[src/rtl/req_pkg.sv]
// Shared constants and the index-width helper for the request capture
// stage that feeds the 8-to-3 priority encoder.
package req_pkg;

  localparam int REQ_WIDTH = 8;
  localparam int REQ_IDX_W = 3;

  // Never returns less than 1 so a one-line build still has a legal clr_idx port.
  function automatic int clog2(input int value);
    int result;
    result = 1;
    while ((1 << result) < value) result++;
    return result;
  endfunction

endpackage

[src/rtl/sync_edge.sv]
// One request line: multi-flop synchronizer, last-value flop and event detect.
module sync_edge #(
  parameter int SYNC_STAGES = 2,
  parameter bit EDGE_MODE   = 1'b1
) (
  input  logic clk,
  input  logic rst,
  input  logic d_in,
  output logic rise
);

  logic [SYNC_STAGES-1:0] sync_q, sync_d;
  logic                   prev_q, prev_d;

  always_comb begin
    sync_d = {sync_q[SYNC_STAGES-2:0], d_in};
    prev_d = sync_q[SYNC_STAGES-1];
  end

  always_ff @(posedge clk) begin
    if (rst) begin
      sync_q <= '0;
      prev_q <= 1'b0;
    end else begin
      sync_q <= sync_d;
      prev_q <= prev_d;
    end
  end

  // prev resets low, so a line held high through reset yields one edge event.
  assign rise = EDGE_MODE ? (sync_q[SYNC_STAGES-1] & ~prev_q) : sync_q[SYNC_STAGES-1];

endmodule

[src/rtl/request_latch8.sv]
// Sticky per-line request capture with indexed clear; presents masked pending
// bits and an "any pending" enable to the priority encoder.
module request_latch8
  import req_pkg::*;
#(
  parameter int WIDTH       = REQ_WIDTH,
  parameter int SYNC_STAGES = 2,
  parameter bit EDGE_MODE   = 1'b1,
  localparam int IDX_W      = (WIDTH == REQ_WIDTH) ? REQ_IDX_W : clog2(WIDTH)
) (
  input  logic             clk,
  input  logic             rst,
  input  logic [WIDTH-1:0] req_in,
  input  logic [WIDTH-1:0] mask,
  input  logic             clr_valid,
  input  logic [IDX_W-1:0] clr_idx,
  input  logic             clr_all,
  output logic [WIDTH-1:0] pend,
  output logic             en,
  output logic [WIDTH-1:0] overflow
);

  logic [WIDTH-1:0] rise, set, clr_vec;
  logic [WIDTH-1:0] pending_q, pending_d;
  logic [WIDTH-1:0] overflow_q, overflow_d;
  logic [WIDTH-1:0] pend_q, pend_d;
  logic             en_q, en_d;

  for (genvar i = 0; i < WIDTH; i++) begin : g_line
    sync_edge #(
      .SYNC_STAGES(SYNC_STAGES),
      .EDGE_MODE  (EDGE_MODE)
    ) u_sync_edge (
      .clk (clk),
      .rst (rst),
      .d_in(req_in[i]),
      .rise(rise[i])
    );
  end

  always_comb begin
    set = rise & ~mask;
    clr_vec = '0;
    if (clr_all) begin
      clr_vec = '1;
    end else if (clr_valid) begin
      clr_vec = {{(WIDTH-1){1'b0}}, 1'b1} << clr_idx;
    end
    // Set is OR'd in after the clear so a same-cycle event is never lost.
    pending_d  = (pending_q & ~clr_vec) | set;
    overflow_d = (clr_all ? '0 : overflow_q) | (set & pending_q & ~clr_vec);
    pend_d     = pending_d & ~mask;
    en_d       = |pend_d;
  end

  always_ff @(posedge clk) begin
    if (rst) begin
      pending_q  <= '0;
      overflow_q <= '0;
      pend_q     <= '0;
      en_q       <= 1'b0;
    end else begin
      pending_q  <= pending_d;
      overflow_q <= overflow_d;
      pend_q     <= pend_d;
      en_q       <= en_d;
    end
  end

  assign pend     = pend_q;
  assign en       = en_q;
  assign overflow = overflow_q;

endmodule

[config.mk]
export PLATFORM = sky130hd
export DESIGN_NAME = request_latch8
export DESIGN_NICKNAME = d
export VERILOG_FILES = /design/src/rtl/req_pkg.sv /design/src/rtl/sync_edge.sv /design/src/rtl/request_latch8.sv
export SDC_FILE = /design/constraint.sdc
export NUM_CORES = 1
export LEC_CHECK = 0
export CORE_MARGIN = 5
export CORE_UTILIZATION = 43
export DETAILED_ROUTE_END_ITERATION = 7
export MAX_ROUTING_LAYER = met4
export PLACE_DENSITY = 0.8
export SLEW_MARGIN = 20
export SYNTH_ARGS = -nofsm -noshare
export SYNTH_HDL_FRONTEND = slang
export SYNTH_HIERARCHICAL = 1
export SYNTH_SLANG_ARGS = --single-unit
export TNS_END_PERCENT = 20
[constraint.sdc]
create_clock -name clk -period 1.26 [get_ports clk]
set_input_delay 0.252 -clock clk [delete_from_list [all_inputs] [get_ports clk]]
set_output_delay 0.252 -clock clk [all_outputs]
set_load 0.03 [all_outputs]
==> Word-level counts from Yosys, hierarchy flattened <==
Index checks and enable logic that the tools add are counted.
{ "classes": {"addsub": 0, "mul": 0, "div": 0, "magnitude_cmp": 0, "n_eq_ne": 0, "shifts": 1, "mux": 3, "n_bitwise": 25, "n_reduce_logical": 1} }
{ "ops": {"columns": ["cell", "n"], "rows": [
  ["8-bit bitwise AND", 5],
  ["8-bit 2-to-1 mux", 3],
  ["8-bit NOT", 2],
  ["8-bit OR", 2],
  ["1-bit bitwise AND", 8],
  ["1-bit NOT", 8],
  ["8-bit OR reduction", 1],
  ["1-bit by 3-bit << shifter with 8-bit output (first input constant)", 1]
]} }
{ "totals": {"regBits": 49, "latchBits": 0, "ramBits": 0, "rom_bits": 0, "in_bits": 23, "out_inout_bits": 17, "word_cells": 50, "n_memories": 0} }

==> Longest topological paths before layout <==
{ "depth": {"ltp_word": 8, "mapped_depth": 5, "ltp_nobuf": 5} }

==> Hierarchy <==
Netlist, hierarchy kept.
{ "modules_own_cells": {"columns": ["module", "n_inst", "cells_each", "area_per_inst_um2", "seq_area_each_um2"], "rows": [
  ["request_latch8", 1, 98, 998.5, 500.5],
  ["sync_edge", 8, 7, 87.6, 60.1]
]} }

==> Worst setup path after synthesis <==
OpenSTA, ideal clock, no wires.
{ "synth_path": {"path_kind": "input to register", "start": "in clr_idx[2]", "end": "reg en_q (netlist: en)", "setup_time_ps": 120, "t_arrival_ps": 1215, "t_required_ps": 1140, "slack_ps": -75, "path_stages": 4, "n_path_buf": 0, "cell_sequence": "or4b_1 -> nand3_2 -> o211ai_2 -> o31a_1"} }
{ "synth_via": {"elab_chain_len": 8} }
{ "synth_lines": {"columns": ["item", "line_no", "text"], "rows": [
  ["from (decl)", "request_latch8.sv:16", "input logic [IDX_W-1:0] clr_idx,"],
  ["1-bit by 3-bit << shifter with 8-bit output", "request_latch8.sv:47", "clr_vec = {{(WIDTH-1){1'b0}}, 1'b1} << clr_idx;"],
  ["8-bit 2-to-1 mux", "request_latch8.sv:46", "end else if (clr_valid) begin"],
  ["8-bit 2-to-1 mux", "request_latch8.sv:44", "if (clr_all) begin"],
  ["8-bit NOT", "request_latch8.sv:50", "pending_d = (pending_q & ~clr_vec) | set;"],
  ["8-bit bitwise AND", "request_latch8.sv:50", null],
  ["8-bit OR", "request_latch8.sv:50", null],
  ["8-bit bitwise AND", "request_latch8.sv:52", "pend_d = pending_d & ~mask;"],
  ["8-bit OR reduction", "request_latch8.sv:53", "en_d = |pend_d;"],
  ["to (signal assigned)", "request_latch8.sv:66", "en_q <= en_d;"],
  ["to (decl)", "request_latch8.sv:27", "logic en_q, en_d;"]
]} }
No other way between the ends.
A chain may end at the register's enable or synchronous reset.

==> Final worst setup path <==
{ "layout_path": {"start": "in clr_idx[1]", "end": "reg en_q (netlist: en)"} }
Same word-level chain as after synthesis.

==> impl_metrics.xml <==
<?xml version="1.0" encoding="UTF-8"?>
<metrics>
  <group name="outcome">
    <metric name="result_of_the_run" unit="">finished with violations</metric>
    <metric name="failed_checks" unit="">negative setup slack</metric>
  </group>
  <group name="setup_path">
    <metric name="crit_end_element" unit="">flip-flop</metric>
    <metric name="cp.arrival" unit="ns">1.46</metric>
    <metric name="critical_path_peak_fanout" unit="">5</metric>
    <metric name="worstPathBufferInverterCount" unit="">2</metric>
    <metric name="cp_cell_sequence" unit="">dlygate4sd2_1 -&gt; buf_4 -&gt; o311ai_2 -&gt; o221ai_1 -&gt; o31a_1</metric>
    <metric name="cp_slowest_cell" unit="">sky130_fd_sc_hd__o311ai_2</metric>
    <metric name="critical_path.top_delay_family" unit="">compound AO/OA/AOI/OAI gates</metric>
    <metric name="ff2ff_setup_slack" unit="ns">-0.004</metric>
    <metric name="crit_required" unit="ns">1.45</metric>
    <metric name="critPathMaxStageDelay" unit="ns">0.32</metric>
    <metric name="start_kind" unit="">input pin</metric>
    <metric name="worstSetupPathType" unit="">in -&gt; reg</metric>
  </group>
  <group name="clock_tree">
    <metric name="clk-insertion-delay-late" unit="ns">0.29</metric>
    <metric name="post-cts-setup-buffer-count" unit="">0</metric>
    <metric name="clock-sinks" unit="">49</metric>
    <metric name="clock_tree.root_cell" unit="">sky130_fd_sc_hd__clkbuf_8</metric>
    <metric name="cts_tree" unit="">done</metric>
    <metric name="max-clock-path-buffers" unit="">2</metric>
    <metric name="clock_edge_transition_at_the_registers_on_the_reported_setup_and_hold_paths" unit="ns">0.08</metric>
    <metric name="htree_num_levels" unit="">2</metric>
    <metric name="numCtsBuffers" unit="">5</metric>
  </group>
  <group name="drt">
    <metric name="drt-wirelength-per-cell" unit="um">12.9</metric>
    <metric name="firstDrtPassIters" unit="">4</metric>
    <metric name="routed_via_density" unit="">4.84</metric>
    <metric name="drc_errors" unit="">0</metric>
    <metric name="postRouteWirelength" unit="um">3500</metric>
    <metric name="route.antenna.remaining_nets" unit="">0</metric>
    <metric name="first_iter_violations" unit="">60</metric>
    <metric name="num_vias" unit="">1311</metric>
  </group>
  <group name="pwr">
    <metric name="power-per-cell-area" unit="nW/um^2">1150</metric>
    <metric name="power" unit="mW">2.73</metric>
    <metric name="max-vdd-ir-drop" unit="V">0.000845</metric>
    <metric name="power.leakage" unit="nW">0.967</metric>
  </group>
  <group name="sta">
    <metric name="final.setup_skew" unit="ns">0.00840</metric>
    <metric name="fmax" unit="MHz">791</metric>
    <metric name="worstMarginPinSlew" unit="ns">0.310</metric>
    <metric name="final-max-slew-violation-count" unit="">0</metric>
    <metric name="grt_setup_unrepaired" unit="">yes</metric>
    <metric name="timing.slew.headroom" unit="%">79.0</metric>
    <metric name="period_utilisation_layout" unit="%">100</metric>
    <metric name="fin_ws" unit="ns">-0.00368</metric>
    <metric name="period_minus_slack" unit="ns">1.26</metric>
    <metric name="final-hold-violation-count" unit="">0</metric>
    <metric name="final-setup-viol-count" unit="">1</metric>
  </group>
  <group name="layout">
    <metric name="final_common_cell" unit="">sky130_fd_sc_hd__dfxtp_1</metric>
    <metric name="layout_common_cells" unit="">sky130_fd_sc_hd__dfxtp_1 (49), sky130_fd_sc_hd__buf_4 (36), sky130_fd_sc_hd__nor2b_1 (30), sky130_fd_sc_hd__clkdlybuf4s50_1 (17), sky130_fd_sc_hd__nor2b_2 (9)</metric>
    <metric name="final-instance-count-excl-fill" unit="">271</metric>
    <metric name="drive_gt1_share" unit="%">32.7</metric>
    <metric name="flow.area_growth_from_synthesis" unit="%">40.3</metric>
    <metric name="antenna-diode-count" unit="">0</metric>
    <metric name="net_count_reported_at_finish" unit="">245</metric>
    <metric name="layout_fillers" unit="">306</metric>
  </group>
  <group name="floorplanning">
    <metric name="die-area" unit="um^2">5310</metric>
    <metric name="die_w" unit="um">72.9</metric>
    <metric name="floorplan.die.height" unit="um">72.9</metric>
    <metric name="row_count" unit="">22</metric>
    <metric name="initial_core_util" unit="%">45.4</metric>
    <metric name="core_area" unit="um^2">3740</metric>
    <metric name="total_i_o_pin_count" unit="">40</metric>
  </group>
  <group name="grt">
    <metric name="pin_count_of_the_biggest_net_entering_global_routing" unit="">25</metric>
    <metric name="grt_pass1_vias" unit="">1305</metric>
    <metric name="antenna_found_initial" unit="">0</metric>
    <metric name="groute.usage.overall" unit="%">14.6</metric>
    <metric name="grt_pass1_wl" unit="um">5790</metric>
    <metric name="gr-total-overflow" unit="">0</metric>
  </group>
  <group name="yosys">
    <metric name="yosysWarnings" unit="">6</metric>
    <metric name="synthesized_area_per_cell" unit="um^2">11.0</metric>
    <metric name="seq_area_frac_synth" unit="%">57.7</metric>
    <metric name="syn_inst" unit="">154</metric>
    <metric name="synthesis.nets" unit="">177</metric>
    <metric name="yosys_most_used_dff" unit="">sky130_fd_sc_hd__dfxtp_1</metric>
    <metric name="postSynth.asyncResetShare" unit="%">0</metric>
    <metric name="netlist.area_leader.share" unit="%">57.7</metric>
    <metric name="netlist_area_before_placement" unit="um^2">1700</metric>
    <metric name="synth.ff_latch_count" unit="">49</metric>
    <metric name="netlist-cell-type-count" unit="">26</metric>
    <metric name="synth.area.top_cells" unit="">sky130_fd_sc_hd__dfxtp_1 (58%), sky130_fd_sc_hd__nor2b_1 (11%), sky130_fd_sc_hd__a2bb2oi_1 (4.1%)</metric>
    <metric name="yosys.area.top_type" unit="">sky130_fd_sc_hd__dfxtp_1</metric>
    <metric name="synth_enable_flop_cells" unit="">0</metric>
  </group>
  <group name="placed_design">
    <metric name="gpl.final_weighted_congestion" unit="">0.802</metric>
    <metric name="placement.setup.worst_slack" unit="ns">-0.651</metric>
    <metric name="detailedPlacementHpwl" unit="um">2660</metric>
    <metric name="placed_cells_incl_taps" unit="">263</metric>
    <metric name="count_of_port_buffers_added_during_placement" unit="">39</metric>
  </group>
  <group name="run">
    <metric name="timing.max_cap.violations" unit="">0</metric>
  </group>
  <group name="hold_path">
    <metric name="hold_path_class" unit="">reg -&gt; reg</metric>
  </group>
</metrics>
per-layer routing:
layer,vias up,part of all wire [%],track usage (%)
met5,-,0,-
met1,602,44,16.1
met3,6,6.9,4.55
li1,663,-,-
met4,0,1.6,6.56
met2,40,47,23.9
per-stage QoR:
stage	instance area, um^2	setup TNS [ns]	utilization [%]	hold WS [ns]
floorplan	1700	-0.0355	-	0.324
global placement	2300	-8.34	61.4	0.416
detailed placement	2300	-9.72	61.4	0.420
CTS	2390	0	63.9	0.439
global route	2380	-0.0671	63.7	0.459
finish	2380	-0.00368	63.7	0.438
Yosys cell counts (2+ instances only):
cell                        instances
sky130_fd_sc_hd__nand3_1            4
sky130_fd_sc_hd__o221ai_1           2
sky130_fd_sc_hd__or2b_2             8
sky130_fd_sc_hd__o311ai_1           2
sky130_fd_sc_hd__inv_1              5
sky130_fd_sc_hd__nor2b_1           31
sky130_fd_sc_hd__and2_1             2
sky130_fd_sc_hd__dfxtp_1           49
sky130_fd_sc_hd__nand4b_1           2
sky130_fd_sc_hd__a21oi_1            8
sky130_fd_sc_hd__nand4bb_1          2
sky130_fd_sc_hd__nand4_1            2
sky130_fd_sc_hd__and4_1             2
sky130_fd_sc_hd__nor2b_2            8
sky130_fd_sc_hd__a2bb2oi_1          8
sky130_fd_sc_hd__nor2_1             8
sky130_fd_sc_hd__nand2_1            2
report_power, final:
| part | leakage, nW | switching, mW | internal [mW] |
|---|---|---|---|
| clock | 0.0450 | 0.467 | 0.385 |
| sequential | 0.400 | 0.0136 | 1.59 |
| combinational | 0.522 | 0.117 | 0.160 |
path summary, 6_finish.rpt:
kind | from | to | cells past startpoint
min reg2reg | g_line[2].u_sync_edge/sync_q[0] | g_line[2].u_sync_edge/sync_q[1] | 1
max reg2reg | g_line[6].u_sync_edge/sync_q[1] | en | 5
max | clr_idx[1] | en | 5
min | g_line[2].u_sync_edge/sync_q[0] | g_line[2].u_sync_edge/sync_q[1] | 1
registers in the layout, indices dropped and copies added (netlist names):
register,cells
pend,8
en,1
g_line.u_sync_edge/sync_q,16
g_line.u_sync_edge/prev_q,8
pending_q,8
overflow,8
final cells by class:
class | count | area [um^2] | area share, %
tap | 48 | 60.1 | 2.52
sequential | 49 | 981 | 41.2
multi-input combinational | 97 | 706 | 29.6
inverter | 5 | 21.3 | 0.892
clock inverter | 2 | 10.0 | 0.420
timing repair buffer | 64 | 533 | 22.4
clock buffer | 6 | 72.6 | 3.04
kinds of logic after synthesis:
group / synth area share [%]
buf+inv: 2.43
flops: 57.7
simple gates: 29.5
compound gates: 10.3
what timing repair did:
action                     CTS  global route
setup endpoints to repair   23             8
resized for setup           25             7
pin swaps                    2             1
cloned                       0             0
hold buffers                 0             0
Note: power is estimated with default switching activity, not from simulation.
